==> src/rtl/parity_frame_pkg.sv <==
// Shared types, sizes and parity helper for the parity frame transmitter.
package parity_frame_pkg;

    localparam int unsigned FRAME_BITS = 7;
    localparam int unsigned DATA_BITS  = 4;
    localparam int unsigned BIT_IDX_W  = 2;
    localparam int unsigned CNT_W      = 8;

    localparam logic PARITY_EVEN = 1'b0;
    localparam logic PARITY_ODD  = 1'b1;

    typedef enum logic [2:0] {
        IDLE   = 3'd0,
        START  = 3'd1,
        DATA   = 3'd2,
        PARITY = 3'd3,
        STOP   = 3'd4
    } state_e;

    // Parity bit so that payload plus parity has even (mode 0) or odd (mode 1) weight.
    function automatic logic calc_parity(input logic [DATA_BITS-1:0] d, input logic mode);
        return (mode == PARITY_EVEN) ? (^d) : ~(^d);
    endfunction

endpackage

==> src/rtl/bit_timer.sv <==
// Per-bit cycle counter: counts 0..CLKS_PER_BIT-1 and flags the last cycle of each bit.
module bit_timer
    import parity_frame_pkg::*;
#(
    parameter int unsigned CLKS_PER_BIT = 4
) (
    input  logic clk,
    input  logic rst,
    input  logic restart,
    output logic bit_end
);

    localparam logic [CNT_W-1:0] LAST_CNT = CNT_W'(CLKS_PER_BIT - 1);

    logic [CNT_W-1:0] cnt_q;
    logic [CNT_W-1:0] cnt_d;

    // Next count: hold at zero while restarting, wrap at the bit boundary.
    always_comb begin
        cnt_d = cnt_q;
        if (restart || (cnt_q == LAST_CNT)) begin
            cnt_d = '0;
        end else begin
            cnt_d = cnt_q + CNT_W'(1);
        end
    end

    // Counter register.
    always_ff @(posedge clk) begin
        if (rst) begin
            cnt_q <= '0;
        end else begin
            cnt_q <= cnt_d;
        end
    end

    assign bit_end = !restart && (cnt_q == LAST_CNT);

endmodule

==> src/rtl/parity_frame_tx.sv <==
// Serial transmitter: start, 4 data bits LSB first, parity, stop; one word per frame.
module parity_frame_tx
    import parity_frame_pkg::*;
#(
    parameter int unsigned CLKS_PER_BIT = 4
) (
    input  logic                 clk,
    input  logic                 rst,
    input  logic [DATA_BITS-1:0] data,
    input  logic                 parity_mode,
    input  logic                 valid,
    output logic                 ready,
    output logic                 tx_out,
    output logic                 busy,
    output logic                 done
);

    localparam logic [BIT_IDX_W-1:0] LAST_IDX = BIT_IDX_W'(DATA_BITS - 1);

    state_e               state_q;
    state_e               state_d;
    logic [BIT_IDX_W-1:0] bit_idx_q;
    logic [BIT_IDX_W-1:0] bit_idx_d;
    logic [DATA_BITS-1:0] data_q;
    logic [DATA_BITS-1:0] data_d;
    logic                 par_q;
    logic                 par_d;

    logic                 timer_restart;
    logic                 bit_end;

    assign timer_restart = (state_q == IDLE);

    bit_timer #(
        .CLKS_PER_BIT(CLKS_PER_BIT)
    ) u_bit_timer (
        .clk     (clk),
        .rst     (rst),
        .restart (timer_restart),
        .bit_end (bit_end)
    );

    // Next-state, bit index and payload capture.
    always_comb begin
        state_d   = state_q;
        bit_idx_d = bit_idx_q;
        data_d    = data_q;
        par_d     = par_q;
        case (state_q)
            IDLE: begin
                if (valid) begin
                    state_d   = START;
                    data_d    = data;
                    par_d     = calc_parity(data, parity_mode);
                    bit_idx_d = '0;
                end
            end
            START: begin
                if (bit_end) begin
                    state_d = DATA;
                end
            end
            DATA: begin
                if (bit_end) begin
                    if (bit_idx_q == LAST_IDX) begin
                        state_d   = PARITY;
                        bit_idx_d = '0;
                    end else begin
                        bit_idx_d = bit_idx_q + BIT_IDX_W'(1);
                    end
                end
            end
            PARITY: begin
                if (bit_end) begin
                    state_d = STOP;
                end
            end
            STOP: begin
                if (bit_end) begin
                    state_d = IDLE;
                end
            end
            default: begin
                state_d = IDLE;
            end
        endcase
    end

    // State and frame registers.
    always_ff @(posedge clk) begin
        if (rst) begin
            state_q   <= IDLE;
            bit_idx_q <= '0;
            data_q    <= '0;
            par_q     <= 1'b0;
        end else begin
            state_q   <= state_d;
            bit_idx_q <= bit_idx_d;
            data_q    <= data_d;
            par_q     <= par_d;
        end
    end

    // Line level decoded from registered state only.
    always_comb begin
        tx_out = 1'b1;
        case (state_q)
            START:   tx_out = 1'b0;
            DATA:    tx_out = data_q[bit_idx_q];
            PARITY:  tx_out = par_q;
            default: tx_out = 1'b1;
        endcase
    end

    assign ready = (state_q == IDLE);
    assign busy  = (state_q != IDLE);
    assign done  = (state_q == STOP) && bit_end;

endmodule

==> config.mk <==
export PLATFORM = sky130hd
export DESIGN_NAME = parity_frame_tx
export DESIGN_NICKNAME = d
export VERILOG_FILES = /design/src/rtl/parity_frame_pkg.sv /design/src/rtl/bit_timer.sv /design/src/rtl/parity_frame_tx.sv
export SDC_FILE = /design/constraint.sdc
export NUM_CORES = 1
export LEC_CHECK = 0
export ABC_AREA = 1
export BUFFER_PORTS_ARGS = -buffer_cell sky130_fd_sc_hd__buf_4
export CORE_MARGIN = 2
export CORE_UTILIZATION = 55
export DETAILED_ROUTE_END_ITERATION = 10
export GPL_TIMING_DRIVEN = 0
export PLACE_DENSITY = 0.76
export SETUP_SLACK_MARGIN = 0.1
export SLEW_MARGIN = 20
export SYNTH_ARGS = -nofsm -noshare
export SYNTH_HDL_FRONTEND = slang
export SYNTH_HIERARCHICAL = 1
export SYNTH_SLANG_ARGS = --single-unit
export TNS_END_PERCENT = 1
==> constraint.sdc <==
create_clock -name clk -period 3.7 [get_ports clk]
set_clock_uncertainty 0.2 [all_clocks]
set_input_delay 0.74 -clock clk [delete_from_list [all_inputs] [get_ports clk]]
set_output_delay 0.74 -clock clk [all_outputs]
set_load 0.005 [all_outputs]
== Word level (Yosys, flattened, before mapping) ==
Cells that the tools add are included.

* Output and inout port bits: 4
* Flip-flop bits (word level): 18

* Reduce and logical (&&, ||, !) cells: 12
* Multiplexer cells: 15
* Bitwise gates (word level): 1
* Add/sub/neg operators: 2
* Order comparisons: 1
* Equality and inequality tests: 12

{| class="wikitable"
|+ Operators by type and width
! operator !! number
|-
| two-way mux 3 bit || 6
|-
| case mux 3 bit (5 select lines) || 1
|-
| inequality test 2 bit, second input constant || 6
|-
| adder 8 x 1 -> 8 bit, second input constant || 1
|-
| equality test 8 x 2 -> 1 bit, second input constant || 1
|-
| equality test 3 x 2 -> 1 bit, second input constant || 2
|-
| two-way mux 2 bit || 3
|-
| AND reduction 6 bit || 1
|-
| case mux 2 bit (2 select lines) || 1
|-
| XOR reduction 4 bit || 1
|-
| equality test 3 x 1 -> 1 bit, second input constant || 1
|-
| equality test 3 bit, second input constant || 1
|-
| logical NOT 3 bit || 1
|-
| less-than comparator 2 x 3 -> 1 bit, second input constant || 1
|-
| case mux 1 bit (3 select lines) || 1
|-
| AND reduction 3 bit || 1
|-
| nonzero test 3 bit || 1
|-
| adder 2 x 1 -> 2 bit, second input constant || 1
|-
| binary-select mux 1 bit (select 2 bit) || 1
|-
| equality test 2 bit, second input constant || 1
|-
| logical AND 1 bit || 2
|-
| two-way mux 1 bit || 2
|-
| AND reduction 2 bit || 1
|-
| nonzero test 2 bit || 1
|-
| 4 further kinds || 4
|}

== Longest topological paths before layout ==
Gate-level depths: netlist of run 1.

* Depth after elaboration: 5
* Mapped depth: 11

== Hierarchy ==
The synthesis of run 1 kept the hierarchy.

{| class="wikitable"
|+ Modules (own cells, without submodules)
! module !! cells each !! area each (um^2) !! times used
|-
| parity_frame_tx || 94 || 614.3 || 1
|-
| bit_timer || 61 || 416.6 || 1
|}

== Least setup slack after synthesis of run 1 ==
Ideal clock, no wire load.

* Path type: register to output
* Start point: reg state_q[2]
* End point: out done
* Buffers on the path: 0
* Stages on the path, launching flop included: 7
* Data arrival time: 1.268 ns
* Slack: 1.492 ns
* Path through: dfxtp_1 nor2_2 nand2_1 inv_1 nor3_1 inv_1 nor4_1

* Word-level cells in the longest chain between the ends: 4
* Elaborated cells on any way between the ends: 5
* Classes of those cells: eq/ne: 1; reduce/logical: 4

{| class="wikitable"
|+ RTL lines
! item !! RTL line !! text
|-
| from (decl) || parity_frame_tx.sv:20 || <nowiki>state_e state_q;</nowiki>
|-
| from (signal assigned) || parity_frame_tx.sv:97 || <nowiki>state_q <= state_d;</nowiki>
|-
| logical NOT 3 bit || - ||
|-
| net ready || parity_frame_tx.sv:12 || <nowiki>output logic ready,</nowiki>
|-
| logical NOT 1 bit || bit_timer.sv:37 || <nowiki>assign bit_end = !restart && (cnt_q == LAST_CNT);</nowiki>
|-
| logical AND 1 bit || bit_timer.sv:37 ||
|-
| net bit_end || parity_frame_tx.sv:30 || <nowiki>logic bit_end;</nowiki>
|-
| logical AND 1 bit || parity_frame_tx.sv:117 || <nowiki>assign done = (state_q == STOP) && bit_end;</nowiki>
|-
| to (decl) || parity_frame_tx.sv:15 || <nowiki>output logic done</nowiki>
|}

The timed path passes the listed nets, and every way through them passes these cells.

== Worst setup path in the final report of run 1 ==
* Start point: reg state_q[2]
* End point: out done

* Word-level cells in the longest chain between the ends: 4
* Elaborated cells on any way between the ends: 5
* Classes of those cells: eq/ne: 1; reduce/logical: 4

{| class="wikitable"
|+ RTL lines
! item !! RTL line !! text
|-
| logical NOT 3 bit || parity_frame_tx.sv:32 || <nowiki>assign timer_restart = (state_q == IDLE);</nowiki>
|-
| logical NOT 1 bit || bit_timer.sv:37 ||
|-
| logical AND 1 bit || bit_timer.sv:37 ||
|-
| net bit_end || parity_frame_tx.sv:30 ||
|-
| logical AND 1 bit || parity_frame_tx.sv:117 ||
|}

The timed path passes the listed nets, and every way through them passes these cells.

==> results of run 1 <==
[Yosys cell counts, drive strengths merged]
cell type  instances
xor2               2
nand3b             4
nand2             35
o21ai             12
nand3             12
a21oi              6
o211ai             1
nor2              27
dfxtp             18
nor3               2
a211oi             1
ha                 2
inv               28
nor4               1
xnor2              1
nand4              1
o21a               2
[report_power, final]
part	leakage, nW	total [W]	internal (W)	switching, W
sequential	0.147	0.000300	0.000245	0.0000549
combinational	0.397	0.000435	0.000179	0.000255
clock	0.0138	0.0000946	0.0000378	0.0000568
[stage by stage]
step / power (W) / cells / setup WS, ps / hold slack [ps] / util [%]
after global placement: 0.000723 / 191 / 1270 / 243 / 65.6
final: 0.000830 / 194 / 924 / 261 / 66.9
after global routing: 0.000917 / 194 / 718 / 300 / 66.9
after CTS: 0.000839 / 194 / 909 / 263 / 66.9
after detailed placement: 0.000742 / 191 / 1250 / 250 / 65.6
after floorplan: 0.000612 / 155 / 1490 / 224 / -
[sequential cells by signal, indices dropped and copies added (netlist names)]
name               flops
data_q                 4
bit_idx_q              2
u_bit_timer/cnt_q      8
state_q                3
par_q                  1
[cells by family after synthesis]
family	after synthesis
xor gates and xnor gates	3
and+or+nand+nor	82
adders and majority gates	2
DFF	18
buffers and inverters	28
AOI/OAI and AO/OA	22
[path summary, 6_finish.rpt]
path | from | to | slack [ps]
setup / recovery | state_q[2] | done | 920
hold / removal | data_q[0] | data_q[0] | 260
hold reg to reg | data_q[0] | data_q[0] | 260
setup reg to reg | state_q[2] | bit_idx_q[0] | 1560
[cells in the final DEF (no fill, tap or decap), drive strengths merged]
master,instances
nand2,35
inv,28
nor2,27
dfxtp,18
nand3,12
o21ai,12
buf,11
a21oi,6
nand3b,4
clkbuf,3
xor2,2
o21a,2
nor3,2
ha,2
a211oi,1
o211ai,1
nor4,1
nand4,1
xnor2,1
[critical path: cells and delay by family, from the launching register on]
kind | cells | cell delay [ps]
buf+inv | 3 | 330
flops | 1 | 490
simple gates | 4 | 730
[metal layers]
metal / vias to the layer above / GRT usage [%] / routed length [um]
met5: - / 0 / 0
met4: 0 / 8.33 / 22
met3: 2 / 2.31 / 28
met2: 5 / 37.6 / 1020
met1: 411 / 20.7 / 830
li1: 520 / - / -
[cell type report]
type	instances	area, um2
Inverter	28	105
Timing Repair Buffer	11	82.6
Multi-Input combinational cell	109	566
Tap cell	25	31.3
Clock buffer	3	22.5
Sequential cell	18	360
Fill cell	166	578
==> impl_metrics.yaml, run 1 <==
outcome:
  outcome: "finished clean"
route:
  vias: 938
  drcViolationCount: 0
  drt-total-wl_mm: 1.90
  avgViaCountPerCell: 4.84
  drt_first_iter_violations: 15
  drtAntennaViolNets: 0
  firstDrtPassIters: 4
  wl_per_cell_um: 9.81
sta:
  timing.fmax_mhz: 360
  period_minus_slack_ps: 2780
  finalSetupViolations: 0
  tightestPinTransition_ps: 303
  fin_setup_tns_ps: 0
  rsz0062_at_grt: "no"
  slew_headroom_pct: 79.7
  fin_crit_sh_pct: 75.0
  finalMaxSlewViolations: 0
  hold_violations: 0
floorplanning:
  io_pins: 12
  die_area_um2: 2240
  core-area_um2: 1750
  die_h_um: 47.3
  start_util_pct: 59.1
  die_w_um: 47.3
  row_count: 15
layout:
  finish.instance_area_um2: 1170
  drive_gt1_share_pct: 14.8
  antenna_cells_inserted: 0
  num-nets-final: 181
  syn_to_final_growth_pct: 13.2
yosys:
  ys_warn_count: 6
  synth_seq_cells: 18
  syn_area_um2: 1030
  synth_top_area_share_pct: 35.0
  synthMuxAreaShare_pct: 0
  syn_inst: 155
  synthSimpleGateAreaFrac_pct: 37.1
  synth_area_leaders: "dfxtp_1 (35%), nand2_1 (12%), inv_1 (9.5%)"
  synth_nets: 165
  synth_cell_types: 23
  synth_xor_xnor_area_share_pct: 2.55
  synth_top_area_cell: "dfxtp_1"
  synth_top_family_by_area: "simple AND/OR/NAND/NOR gates"
  syn-mean-instance-area_um2: 6.65
  ys_seq_area_share_pct: 35.0
  synth-compound-area-share_pct: 12.7
  synth_adder_area_share_pct: 2.43
worst_setup_path:
  cpPeakStageDelay_ps: 490
  critPathRequiredTime_ps: 2760
  arrival_ps: 1840
  crit_path_end_kind: "output port"
  cpMostUsedCell: "inv_1"
  critPathLaunchType: "register"
  crit_fanout: 6
  path_cells: "nor2_2 > nand2_1 > inv_1 > nor3_1 > inv_1 > nor4_1 > buf_4"
  worstSetupPathType: "register to output port"
  reg2reg_depth: 10
  critPathSlowestCell: "dfxtp_1"
cts:
  cts_root_buffer: "clkbuf_4"
  cts_tree: "built"
  post_cts.repair.setup_buffers: 0
  numCtsBuffers: 3
  clk_path_buf_depth: 2
  holdBufCountCts: 0
  cts-resized-gates: 0
  worstSkewPairLatency_ps: 280
  cts.clk_slew.worst_paths_ps: 100
  htree_levels: 1
  cts_sinks: 18
placed_design:
  place_hpwl_mm: 1.55
  routabilityCongestion: 0.840
  placed_cell_area_um2: 1140
  io_buffer_count: 11
grt:
  grt_max_degree: 10
  grt_pass1_vias: 813
  grt_pass1_wl_mm: 3.06
  antenna_found_initial: 0
  gr-total-overflow: 0
  grt_usage_pct: 19.5
hold_path:
  worstHoldPathCells: 2
  hp-class: "register to register"
job:
  cap_violations: 0
power:
  power_density_nw_per_um2: 711
  ir_worst_vdd_v: 0.000393
  p_leak_nw: 0.558
Power figures use the tool's default switching activity.
==> inputs of run 2 (changes only) <==
- clock period: 3.7 -> 2.91 ns (I/O delays scaled with it)
==> run 2 against run 1 <==
Compared with the run above: design area grew 0.43%; die area is the same; routed wire length grew 0.21%; clock power grew 27%; combinational power grew 28%; power grew 28%; core utilization grew 0.29 points; global-route usage is the same; largest cell class unchanged; largest power group unchanged.
==> impl_metrics.yaml, run 2 (synthesized netlist as in run 1, its figures left out) <==
layout:
  final_common_cell: "nand2_1"
  drive_gt1_share_pct: 15.4
  top_regs: "u_bit_timer/cnt_q: 8 flops, data_q: 4 flops, state_q: 3 flops"
  syn_to_final_growth_pct: 13.7
  largest_register_ffs: 8
  antenna_cells_inserted: 0
  finish.instance_area_um2: 1170
  num-nets-final: 181
  largest-register: "u_bit_timer/cnt_q"
  layout_common_cells: "nand2_1 (33), inv_1 (26), nor2_1 (22)"
placed_design:
  routabilityCongestion: 0.840
  io_buffer_count: 11
  place_hpwl_mm: 1.55
  placed_cell_area_um2: 1140
sta:
  finalSetupViolations: 0
  period_minus_slack_ps: 2540
  timing.fmax_mhz: 394
  rsz0062_at_grt: "no"
  hold_violations: 0
  fin_setup_tns_ps: 0
  tightestPinTransition_ps: 279
  fin_crit_sh_pct: 87.2
  slew_headroom_pct: 81.4
  finalMaxSlewViolations: 0
cts:
  post_cts.repair.setup_buffers: 0
  holdBufCountCts: 0
  clk_path_buf_depth: 2
  cts-resized-gates: 0
  cts.clk_slew.worst_paths_ps: 100
  htree_levels: 1
  cts_tree: "built"
  cts_sinks: 18
  cts_root_buffer: "clkbuf_4"
  worstSkewPairLatency_ps: 280
  numCtsBuffers: 3
worst_setup_path:
  crit_path_end_kind: "output port"
  critPathRequiredTime_ps: 2130
  arrival_ps: 1760
  r2r_start: "state_q[2]"
  critPathLaunchType: "register"
  worstSetupPathType: "register to output port"
  crit_start: "state_q[2]"
  crit_fanout: 6
floorplanning:
  row_count: 15
  start_util_pct: 59.1
  core-area_um2: 1750
  io_pins: 12
  die_area_um2: 2240
  die_w_um: 47.3
  die_h_um: 47.3
route:
  drt-total-wl_mm: 1.91
  drcViolationCount: 0
  vias: 938
  wl_met2_mm: 1.03
  drtAntennaViolNets: 0
  avgViaCountPerCell: 4.84
  wl_met3_um: 27
  drt_first_iter_violations: 7
  top_layer_used: "met4"
  wl_per_cell_um: 9.84
  routedLengthMet1_um: 828
  firstDrtPassIters: 4
power:
  ir_worst_vdd_v: 0.000480
  p_leak_nw: 0.558
  total_power_w: 0.00106
  power_density_nw_per_um2: 903
grt:
  grt_pass1_vias: 813
  antenna_found_initial: 0
  gr-total-overflow: 0
  grt_pass1_wl_mm: 3.06
  grt_max_degree: 10
  grt_usage_pct: 19.5
outcome:
  outcome: "finished clean"
hold_path:
  hp-start: "data_q[0]"
  hp-class: "register to register"
job:
  cap_violations: 0
run 2: path summary, 6_finish.rpt:
kind / to / slack [ps] / cells after the start
min reg2reg: data_q[0] / 260 / 2
min: data_q[0] / 260 / 2
max reg2reg: bit_idx_q[0] / 850 / 10
max: done / 370 / 7
run 2: layer usage:
metal / vias to the layer above / global-route usage, %
li1: 521 / -
met1: 410 / 20.7
met2: 5 / 37.6
met3: 2 / 2.31
met4: 0 / 8.33
met5: - / 0
run 2: metrics by stage:
| stage | hold WS (ps) | util [%] | setup WS, ps | instances |
|---|---|---|---|---|
| after floorplan | 224 | - | 860 | 155 |
| after global placement | 243 | 65.6 | 637 | 191 |
| after detailed placement | 250 | 65.6 | 615 | 191 |
| after CTS | 257 | 66.9 | 277 | 194 |
| after global routing | 261 | 67.2 | 209 | 194 |
| final | 261 | 67.2 | 372 | 194 |
run 2: critical path, stage by stage, from the launching register on:
cell	delay, ps
dfxtp_1	490
nor2_2	100
nand2_1	150
inv_1	100
nor3_2	240
inv_1	80
nor4_1	170
buf_4	150
run 2: power by group:
part / internal (W) / leakage (nW) / switching [W]
registers: 0.000312 / 0.147 / 0.0000699
logic: 0.000228 / 0.397 / 0.000328
clock network: 0.0000480 / 0.0138 / 0.0000723
total: 0.000588 / 0.558 / 0.000470
run 2: area by class of cell:
class | instances | area (um2)
Fill cell | 167 | 573
Multi-Input combinational cell | 109 | 571
Sequential cell | 18 | 360
Inverter | 28 | 105
Timing Repair Buffer | 11 | 82.6
Tap cell | 25 | 31.3
Clock buffer | 3 | 22.5
